$ cat src/rtl/ex_issue_stage_pkg.sv
// Shared types and constants for the ID/EX issue stage.
// ALU function codes plus the registered control bundle.
package ex_pkg;

    localparam logic [3:0] ALU_SLL   = 4'd0;
    localparam logic [3:0] ALU_OR    = 4'd1;
    localparam logic [3:0] ALU_SUB   = 4'd2;
    localparam logic [3:0] ALU_ADD   = 4'd3;
    localparam logic [3:0] ALU_AND   = 4'd4;
    localparam logic [3:0] ALU_XOR   = 4'd5;
    localparam logic [3:0] ALU_NOR   = 4'd6;
    localparam logic [3:0] ALU_SRL   = 4'd7;
    localparam logic [3:0] ALU_SRA   = 4'd8;
    localparam logic [3:0] ALU_SLLV  = 4'd9;
    localparam logic [3:0] ALU_SRLV  = 4'd10;
    localparam logic [3:0] ALU_SRAV  = 4'd11;
    localparam logic [3:0] ALU_PASSA = 4'd12;

    localparam int REG_ZERO = 0;

    typedef struct packed {
        logic valid;
        logic reg_write;
        logic mem_read;
        logic mem_write;
        logic uses_rs;
        logic uses_rt;
        logic use_imm;
    } ex_ctrl_t;

endpackage

$ cat src/rtl/ex_issue_stage_if.sv
// Decoded-instruction bundle from ID into the issue stage.
// id_stall flows back to hold PC and IF/ID.
interface ex_issue_stage_if #(
    parameter int DATA_W = 32,
    parameter int REG_AW = 5
);
    logic              id_valid;
    logic [REG_AW-1:0] id_rs;
    logic [REG_AW-1:0] id_rt;
    logic              id_uses_rs;
    logic              id_uses_rt;
    logic [DATA_W-1:0] id_rs_val;
    logic [DATA_W-1:0] id_rt_val;
    logic [DATA_W-1:0] id_imm;
    logic              id_use_imm;
    logic [4:0]        id_sa;
    logic [3:0]        id_alu_f;
    logic [REG_AW-1:0] id_dst;
    logic              id_reg_write;
    logic              id_mem_read;
    logic              id_mem_write;
    logic              id_stall;

    modport master (
        output id_valid, id_rs, id_rt, id_uses_rs, id_uses_rt,
        output id_rs_val, id_rt_val, id_imm, id_use_imm,
        output id_sa, id_alu_f, id_dst,
        output id_reg_write, id_mem_read, id_mem_write,
        input  id_stall
    );

    modport slave (
        input  id_valid, id_rs, id_rt, id_uses_rs, id_uses_rt,
        input  id_rs_val, id_rt_val, id_imm, id_use_imm,
        input  id_sa, id_alu_f, id_dst,
        input  id_reg_write, id_mem_read, id_mem_write,
        output id_stall
    );
endinterface

$ cat src/rtl/ex_issue_stage_fwd_mux.sv
// Per-operand forwarding selector: $zero, then MEM, then WB,
// else the value captured from the register file in ID.
module fwd_mux
    import ex_pkg::*;
#(
    parameter int DATA_W = 32,
    parameter int REG_AW = 5,
    parameter int FWD_EN = 1
) (
    input  logic              i_uses,
    input  logic [REG_AW-1:0] i_src,
    input  logic [DATA_W-1:0] i_reg_val,
    input  logic              i_mem_we,
    input  logic [REG_AW-1:0] i_mem_dst,
    input  logic [DATA_W-1:0] i_mem_val,
    input  logic              i_wb_we,
    input  logic [REG_AW-1:0] i_wb_dst,
    input  logic [DATA_W-1:0] i_wb_val,
    output logic [DATA_W-1:0] o_val
);
    logic w_zero;
    logic w_mem_hit;
    logic w_wb_hit;

    assign w_zero    = (i_src == REG_AW'(REG_ZERO));
    assign w_mem_hit = (FWD_EN != 0) && i_mem_we && (i_mem_dst == i_src);
    assign w_wb_hit  = (FWD_EN != 0) && i_wb_we && (i_wb_dst == i_src);

    always_comb begin
        o_val = i_reg_val;
        if (i_uses) begin
            if (w_zero)         o_val = '0;
            else if (w_mem_hit) o_val = i_mem_val;
            else if (w_wb_hit)  o_val = i_wb_val;
        end
    end
endmodule

$ cat src/rtl/ex_issue_stage.sv
// ID/EX pipeline register with load-use interlock and
// MEM/WB operand forwarding into the EX-stage ALU.
module ex_issue_stage
    import ex_pkg::*;
#(
    parameter int DATA_W = 32,
    parameter int REG_AW = 5,
    parameter int FWD_EN = 1
) (
    input  logic              clk,
    input  logic              rst,
    input  logic              stall_in,
    input  logic              flush,
    ex_issue_stage_if.slave   id_if,
    input  logic              mem_reg_write,
    input  logic [REG_AW-1:0] mem_dst,
    input  logic [DATA_W-1:0] mem_result,
    input  logic              wb_reg_write,
    input  logic [REG_AW-1:0] wb_dst,
    input  logic [DATA_W-1:0] wb_result,
    output logic              ex_valid,
    output logic [DATA_W-1:0] alu_a,
    output logic [DATA_W-1:0] alu_b,
    output logic [4:0]        alu_sa,
    output logic [3:0]        alu_f,
    output logic [DATA_W-1:0] ex_store_data,
    output logic [REG_AW-1:0] ex_dst,
    output logic              ex_reg_write,
    output logic              ex_mem_read,
    output logic              ex_mem_write
);
    ex_ctrl_t          r_ctrl;
    logic [REG_AW-1:0] r_rs;
    logic [REG_AW-1:0] r_rt;
    logic [REG_AW-1:0] r_dst;
    logic [DATA_W-1:0] r_rs_val;
    logic [DATA_W-1:0] r_rt_val;
    logic [DATA_W-1:0] r_imm;
    logic [4:0]        r_sa;
    logic [3:0]        r_f;

    logic              w_hit_rs;
    logic              w_hit_rt;
    logic              w_stall;
    logic              w_bubble;
    logic [DATA_W-1:0] w_fwd_rs;
    logic [DATA_W-1:0] w_fwd_rt;

    // Only a load still in EX can't be forwarded in time.
    assign w_hit_rs = id_if.id_uses_rs && (id_if.id_rs == r_dst);
    assign w_hit_rt = id_if.id_uses_rt && (id_if.id_rt == r_dst);
    assign w_stall  = r_ctrl.valid && r_ctrl.mem_read
                   && (r_dst != REG_AW'(REG_ZERO))
                   && id_if.id_valid && !flush
                   && (w_hit_rs || w_hit_rt);
    assign w_bubble = flush || w_stall;

    assign id_if.id_stall = w_stall;

    always_ff @(posedge clk or posedge rst) begin
        if (rst) begin
            r_ctrl   <= '0;
            r_rs     <= '0;
            r_rt     <= '0;
            r_dst    <= '0;
            r_rs_val <= '0;
            r_rt_val <= '0;
            r_imm    <= '0;
            r_sa     <= '0;
            r_f      <= ALU_SLL;
        end else if (!stall_in) begin
            if (w_bubble) begin
                r_ctrl   <= '0;
                r_rs     <= '0;
                r_rt     <= '0;
                r_dst    <= '0;
                r_rs_val <= '0;
                r_rt_val <= '0;
                r_imm    <= '0;
                r_sa     <= '0;
                r_f      <= ALU_SLL;
            end else begin
                r_ctrl.valid     <= id_if.id_valid;
                r_ctrl.reg_write <= id_if.id_valid && id_if.id_reg_write;
                r_ctrl.mem_read  <= id_if.id_valid && id_if.id_mem_read;
                r_ctrl.mem_write <= id_if.id_valid && id_if.id_mem_write;
                r_ctrl.uses_rs   <= id_if.id_uses_rs;
                r_ctrl.uses_rt   <= id_if.id_uses_rt;
                r_ctrl.use_imm   <= id_if.id_use_imm;
                r_rs     <= id_if.id_rs;
                r_rt     <= id_if.id_rt;
                r_dst    <= id_if.id_dst;
                r_rs_val <= id_if.id_rs_val;
                r_rt_val <= id_if.id_rt_val;
                r_imm    <= id_if.id_imm;
                r_sa     <= id_if.id_sa;
                r_f      <= id_if.id_alu_f;
            end
        end
    end

    fwd_mux #(.DATA_W(DATA_W), .REG_AW(REG_AW), .FWD_EN(FWD_EN)) u_fwd_rs (
        .i_uses    (r_ctrl.uses_rs),
        .i_src     (r_rs),
        .i_reg_val (r_rs_val),
        .i_mem_we  (mem_reg_write),
        .i_mem_dst (mem_dst),
        .i_mem_val (mem_result),
        .i_wb_we   (wb_reg_write),
        .i_wb_dst  (wb_dst),
        .i_wb_val  (wb_result),
        .o_val     (w_fwd_rs)
    );

    fwd_mux #(.DATA_W(DATA_W), .REG_AW(REG_AW), .FWD_EN(FWD_EN)) u_fwd_rt (
        .i_uses    (r_ctrl.uses_rt),
        .i_src     (r_rt),
        .i_reg_val (r_rt_val),
        .i_mem_we  (mem_reg_write),
        .i_mem_dst (mem_dst),
        .i_mem_val (mem_result),
        .i_wb_we   (wb_reg_write),
        .i_wb_dst  (wb_dst),
        .i_wb_val  (wb_result),
        .o_val     (w_fwd_rt)
    );

    assign ex_valid      = r_ctrl.valid;
    assign ex_reg_write  = r_ctrl.reg_write;
    assign ex_mem_read   = r_ctrl.mem_read;
    assign ex_mem_write  = r_ctrl.mem_write;
    assign ex_dst        = r_dst;
    assign alu_sa        = r_sa;
    assign alu_f         = r_f;
    assign alu_a         = w_fwd_rs;
    assign alu_b         = r_ctrl.use_imm ? r_imm : w_fwd_rt;
    assign ex_store_data = w_fwd_rt;
endmodule
$ cat src/flat_wrapper.sv
// flat-port wrapper written by rule: the top's interface ports become plain ports
module ex_issue_stage_flat import ex_pkg::*;
#(
    parameter int DATA_W = 32,
    parameter int REG_AW = 5,
    parameter int FWD_EN = 1
)
  (clk, rst, stall_in, flush, mem_reg_write, mem_dst, mem_result, wb_reg_write, wb_dst, wb_result, ex_valid, alu_a, alu_b, alu_sa, alu_f, ex_store_data, ex_dst, ex_reg_write, ex_mem_read, ex_mem_write, id_if_id_valid, id_if_id_rs, id_if_id_rt, id_if_id_uses_rs, id_if_id_uses_rt, id_if_id_rs_val, id_if_id_rt_val, id_if_id_imm, id_if_id_use_imm, id_if_id_sa, id_if_id_alu_f, id_if_id_dst, id_if_id_reg_write, id_if_id_mem_read, id_if_id_mem_write, id_if_id_stall);
  ex_issue_stage_if #(.DATA_W(DATA_W), .REG_AW(REG_AW)) id_if_i ();
  input  logic clk;
  input  logic rst;
  input  logic stall_in;
  input  logic flush;
  input  logic mem_reg_write;
  input  logic [REG_AW-1:0] mem_dst;
  input  logic [DATA_W-1:0] mem_result;
  input  logic wb_reg_write;
  input  logic [REG_AW-1:0] wb_dst;
  input  logic [DATA_W-1:0] wb_result;
  output logic ex_valid;
  output logic [DATA_W-1:0] alu_a;
  output logic [DATA_W-1:0] alu_b;
  output logic [4:0] alu_sa;
  output logic [3:0] alu_f;
  output logic [DATA_W-1:0] ex_store_data;
  output logic [REG_AW-1:0] ex_dst;
  output logic ex_reg_write;
  output logic ex_mem_read;
  output logic ex_mem_write;
  input wire logic [$bits(id_if_i.id_valid)-1:0] id_if_id_valid;
  input wire logic [$bits(id_if_i.id_rs)-1:0] id_if_id_rs;
  input wire logic [$bits(id_if_i.id_rt)-1:0] id_if_id_rt;
  input wire logic [$bits(id_if_i.id_uses_rs)-1:0] id_if_id_uses_rs;
  input wire logic [$bits(id_if_i.id_uses_rt)-1:0] id_if_id_uses_rt;
  input wire logic [$bits(id_if_i.id_rs_val)-1:0] id_if_id_rs_val;
  input wire logic [$bits(id_if_i.id_rt_val)-1:0] id_if_id_rt_val;
  input wire logic [$bits(id_if_i.id_imm)-1:0] id_if_id_imm;
  input wire logic [$bits(id_if_i.id_use_imm)-1:0] id_if_id_use_imm;
  input wire logic [$bits(id_if_i.id_sa)-1:0] id_if_id_sa;
  input wire logic [$bits(id_if_i.id_alu_f)-1:0] id_if_id_alu_f;
  input wire logic [$bits(id_if_i.id_dst)-1:0] id_if_id_dst;
  input wire logic [$bits(id_if_i.id_reg_write)-1:0] id_if_id_reg_write;
  input wire logic [$bits(id_if_i.id_mem_read)-1:0] id_if_id_mem_read;
  input wire logic [$bits(id_if_i.id_mem_write)-1:0] id_if_id_mem_write;
  output wire logic [$bits(id_if_i.id_stall)-1:0] id_if_id_stall;
  assign id_if_i.id_valid = id_if_id_valid;
  assign id_if_i.id_rs = id_if_id_rs;
  assign id_if_i.id_rt = id_if_id_rt;
  assign id_if_i.id_uses_rs = id_if_id_uses_rs;
  assign id_if_i.id_uses_rt = id_if_id_uses_rt;
  assign id_if_i.id_rs_val = id_if_id_rs_val;
  assign id_if_i.id_rt_val = id_if_id_rt_val;
  assign id_if_i.id_imm = id_if_id_imm;
  assign id_if_i.id_use_imm = id_if_id_use_imm;
  assign id_if_i.id_sa = id_if_id_sa;
  assign id_if_i.id_alu_f = id_if_id_alu_f;
  assign id_if_i.id_dst = id_if_id_dst;
  assign id_if_i.id_reg_write = id_if_id_reg_write;
  assign id_if_i.id_mem_read = id_if_id_mem_read;
  assign id_if_i.id_mem_write = id_if_id_mem_write;
  assign id_if_id_stall = id_if_i.id_stall;
  ex_issue_stage #(.DATA_W(DATA_W), .REG_AW(REG_AW), .FWD_EN(FWD_EN)) u_core (.clk(clk), .rst(rst), .stall_in(stall_in), .flush(flush), .id_if(id_if_i), .mem_reg_write(mem_reg_write), .mem_dst(mem_dst), .mem_result(mem_result), .wb_reg_write(wb_reg_write), .wb_dst(wb_dst), .wb_result(wb_result), .ex_valid(ex_valid), .alu_a(alu_a), .alu_b(alu_b), .alu_sa(alu_sa), .alu_f(alu_f), .ex_store_data(ex_store_data), .ex_dst(ex_dst), .ex_reg_write(ex_reg_write), .ex_mem_read(ex_mem_read), .ex_mem_write(ex_mem_write));
endmodule
$ cat config.mk
export PLATFORM = sky130hd
export DESIGN_NAME = ex_issue_stage_flat
export DESIGN_NICKNAME = d
export VERILOG_FILES = /design/src/rtl/ex_issue_stage_pkg.sv /design/src/rtl/ex_issue_stage_if.sv /design/src/rtl/ex_issue_stage_fwd_mux.sv /design/src/rtl/ex_issue_stage.sv /design/src/flat_wrapper.sv
export SDC_FILE = /design/constraint.sdc
export NUM_CORES = 1
export LEC_CHECK = 0
export CAP_MARGIN = 30
export CORE_MARGIN = 2
export CORE_UTILIZATION = 47
export CTS_CLUSTER_SIZE = 10
export DETAILED_ROUTE_END_ITERATION = 6
export PLACE_DENSITY = 0.94
export SLEW_MARGIN = 20
export SYNTH_ARGS = -nofsm -noshare
export SYNTH_HDL_FRONTEND = slang
export SYNTH_SLANG_ARGS = --single-unit
$ cat constraint.sdc
create_clock -name clk -period 8.4 [get_ports clk]
set_input_delay 1.68 -clock clk [delete_from_list [all_inputs] [get_ports clk]]
set_output_delay 1.68 -clock clk [all_outputs]
set_load 0.02 [all_outputs]
==> reports/metrics.cfg <==
[sta]
maxSlewViolCount = 0
tightest_slew_ns = 0.952
hold_violations = 0
timing.final.crit_share_pct = 76.8
min_period_ns = 6.45
fin_skew_ns = 0.00981
worst_slack_ns = 1.95
setup_viol = 0
max_freq_mhz = 155
tns_ns = 0
maxSlewHeadroom_pct = 36.5
rsz0062_at_grt = false

[worst_setup_path]
worstPathMaxFanout = 31
critPathTopFamily = buffers and inverters
criticalPathCategory = in2out
critPathRequiredTime_ns = 6.72
cpMostUsedCell = clkdlybuf4s50_1
slowest_stage = clkdlybuf4s50_1
crit_chain = clkdlybuf4s50_1, xnor2_1, and4_1, a31oi_4, buf_4, o211ai_1, o221ai_1, clkdlybuf4s50_1
critPathMaxStageDelay_ns = 0.66
arrival_ns = 4.77
crit_path_end_kind = output port
start_kind = primary input
cp_num_buf_inv = 3

[detailed_routing]
ant_nets = 0
drt_iter0_drc = 1084
wire_per_inst_microns = 24.5
vias = 8778
drt-total-wl_microns = 32800
drc = 0
vias_per_cell = 6.55
first_pass_iters = 5

[grt]
grt_start_max_net_pins = 85
grt_use_total_pct = 37.1
antenna_found_initial = 0
grt_pass1_wl_microns = 50000
grt-ovfl-total = 0
grt_pass1_vias = 8770

[place]
dp_cells = 1307
dp_hpwl_microns = 23300
gp_congestion = 0.935
placed_area_sq_um = 11000
post-place-ws_ns = 1.74
io_buffers = 321

[cells_and_area]
final_cells = 1341
area.growth.synth_to_final_pct = 50.6
design_area_sq_um = 11600
drive_gt1_share_pct = 6.40
nNetsFinal = 1319
insertedDiodeCount = 0
nFillCells = 1195

[cts]
path_clk_slew_ns = 0.06
cts_buffers = 17
h-tree-depth = 4
cts_root_buffer = clkbuf_16
cts_resized = 0
cts_max_path_buffers = 2
cts.hold.buffers_added = 0
post_cts_buffers = 0
cts_sinks = 127
clk_latency_ns = 0.42
tritoncts = yes

[yosys]
yosysTopAreaCell = dfrtp_1
yosys-top-cells-area = dfrtp_1 (41%), a22o_1 (14%), o211ai_1 (4.6%)
synth_area_sq_um = 7700
ys_types = 41
syn_inst = 844
synth-edff-count = 0
synth_common_cells = dfrtp_1 (127), a22o_1 (124), inv_1 (66)
synthFlopType = dfrtp_1
synth_most_common_cell = dfrtp_1
synth_top_cell_area_share_pct = 41.3
async_flop_share_pct = 100
yosysSeqAreaShare_pct = 41.3
yosysWarnings = 0
syn_area_per_cell_sq_um = 9.12
synth.net_count = 1051
ys_ff_latch = 127

[floorplan]
io_pins = 322
fp-row-count = 46
die_w_microns = 132
initial_core_util_pct = 48.3
die_y_microns = 132
die_area_sq_um = 17400
core_sq_um = 15900

[pwr]
peakVddDrop_v = 0.000135
p_total_mw = 2.04
power_leakage_nw = 4.54
p_per_area_nw_per_um2 = 176

[run_status]
run_status = completed

[job]
drv_cap = 0

[hold_path]
hold_path_class = reg2reg

[logic make-up (layout without fill, tap and decap cells)]
family	after synthesis	after routing	synth area share (%)
AOI/OAI and AO/OA	347	347	36.0
and+or+nand+nor	181	181	10.6
xor gates and xnor gates	30	30	3.41
buffers and inverters	159	440	8.73
DFF	127	127	41.3
[sequential cells by signal, summed over array words and instances (netlist names)]
register and count:
u_core.ex_valid 1, u_core.r_rt_val 32, u_core.r_rt 5, u_core.alu_f 4, u_core.alu_sa 5, u_core.r_ctrl 3
u_core.r_rs 5, u_core.ex_dst 5, u_core.r_imm 32, u_core.ex_mem_read 1, u_core.ex_reg_write 1, u_core.r_rs_val 32
u_core.ex_mem_write 1
[cell type report]
cell class / count / area, sq um / share of cell area [%]
Clock inverter: 13 / 164 / 1.41
Clock buffer: 19 / 433 / 3.73
Sequential cell: 127 / 3180 / 27.4
Tap cell: 216 / 270 / 2.33
Inverter: 67 / 254 / 2.19
Multi-Input combinational cell: 558 / 3880 / 33.5
Timing Repair Buffer: 341 / 3420 / 29.5
[routing by layer]
layer	up-vias	global-route usage [%]	share of wire (%)
li1	3757	-	-
met1	4201	42.0	35
met2	669	61.3	48
met3	151	10.2	10
met4	0	24.8	6.8
met5	-	0	0
[report_power, final]
group	switching, mW	internal (mW)	leakage, nW	total, mW
logic	0.292	0.275	2.60	0.567
registers	0.0426	0.659	1.66	0.702
clock network	0.300	0.468	0.288	0.768
[layout by cell type (no fill, tap or decap), types with 17 or more instances in the layout]
master,count
inv_1,65
o32ai_1,32
a31oi_1,32
o21ai_0,17
a211oi_1,26
xnor2_1,27
nor3_1,33
nand3_1,33
clkbuf_16,17
dfrtp_1,127
o211ai_1,47
clkdlybuf4s50_1,320
a22o_1,124
nand2_1,38
nor2_1,61
[per-stage QoR]
step / utilization [%] / hold slack (ns)
floorplan: - / 0.479
detailed placement: 68.8 / 0.484
global placement: 68.4 / 0.472
CTS: 72.5 / 0.502
finish: 72.7 / 0.505
global route: 72.7 / 0.519
[worst paths after layout]
path	from	to	slack (ns)	cells after the start
setup / recovery	wb_dst[1]	alu_b[14]	1.95	8
hold / removal	u_core.ex_mem_write	u_core.ex_mem_write	0.51	1
setup reg to reg	u_core.ex_dst[1]	u_core.r_rt_val[15]	6.12	6
hold reg to reg	u_core.ex_mem_write	u_core.ex_mem_write	0.51	1
max in group asynchronous	rst	u_core.r_rs_val[19]	5.25	3
min in group asynchronous	rst	u_core.alu_sa[1]	1.77	2
(Power assumes the default switching activity.)
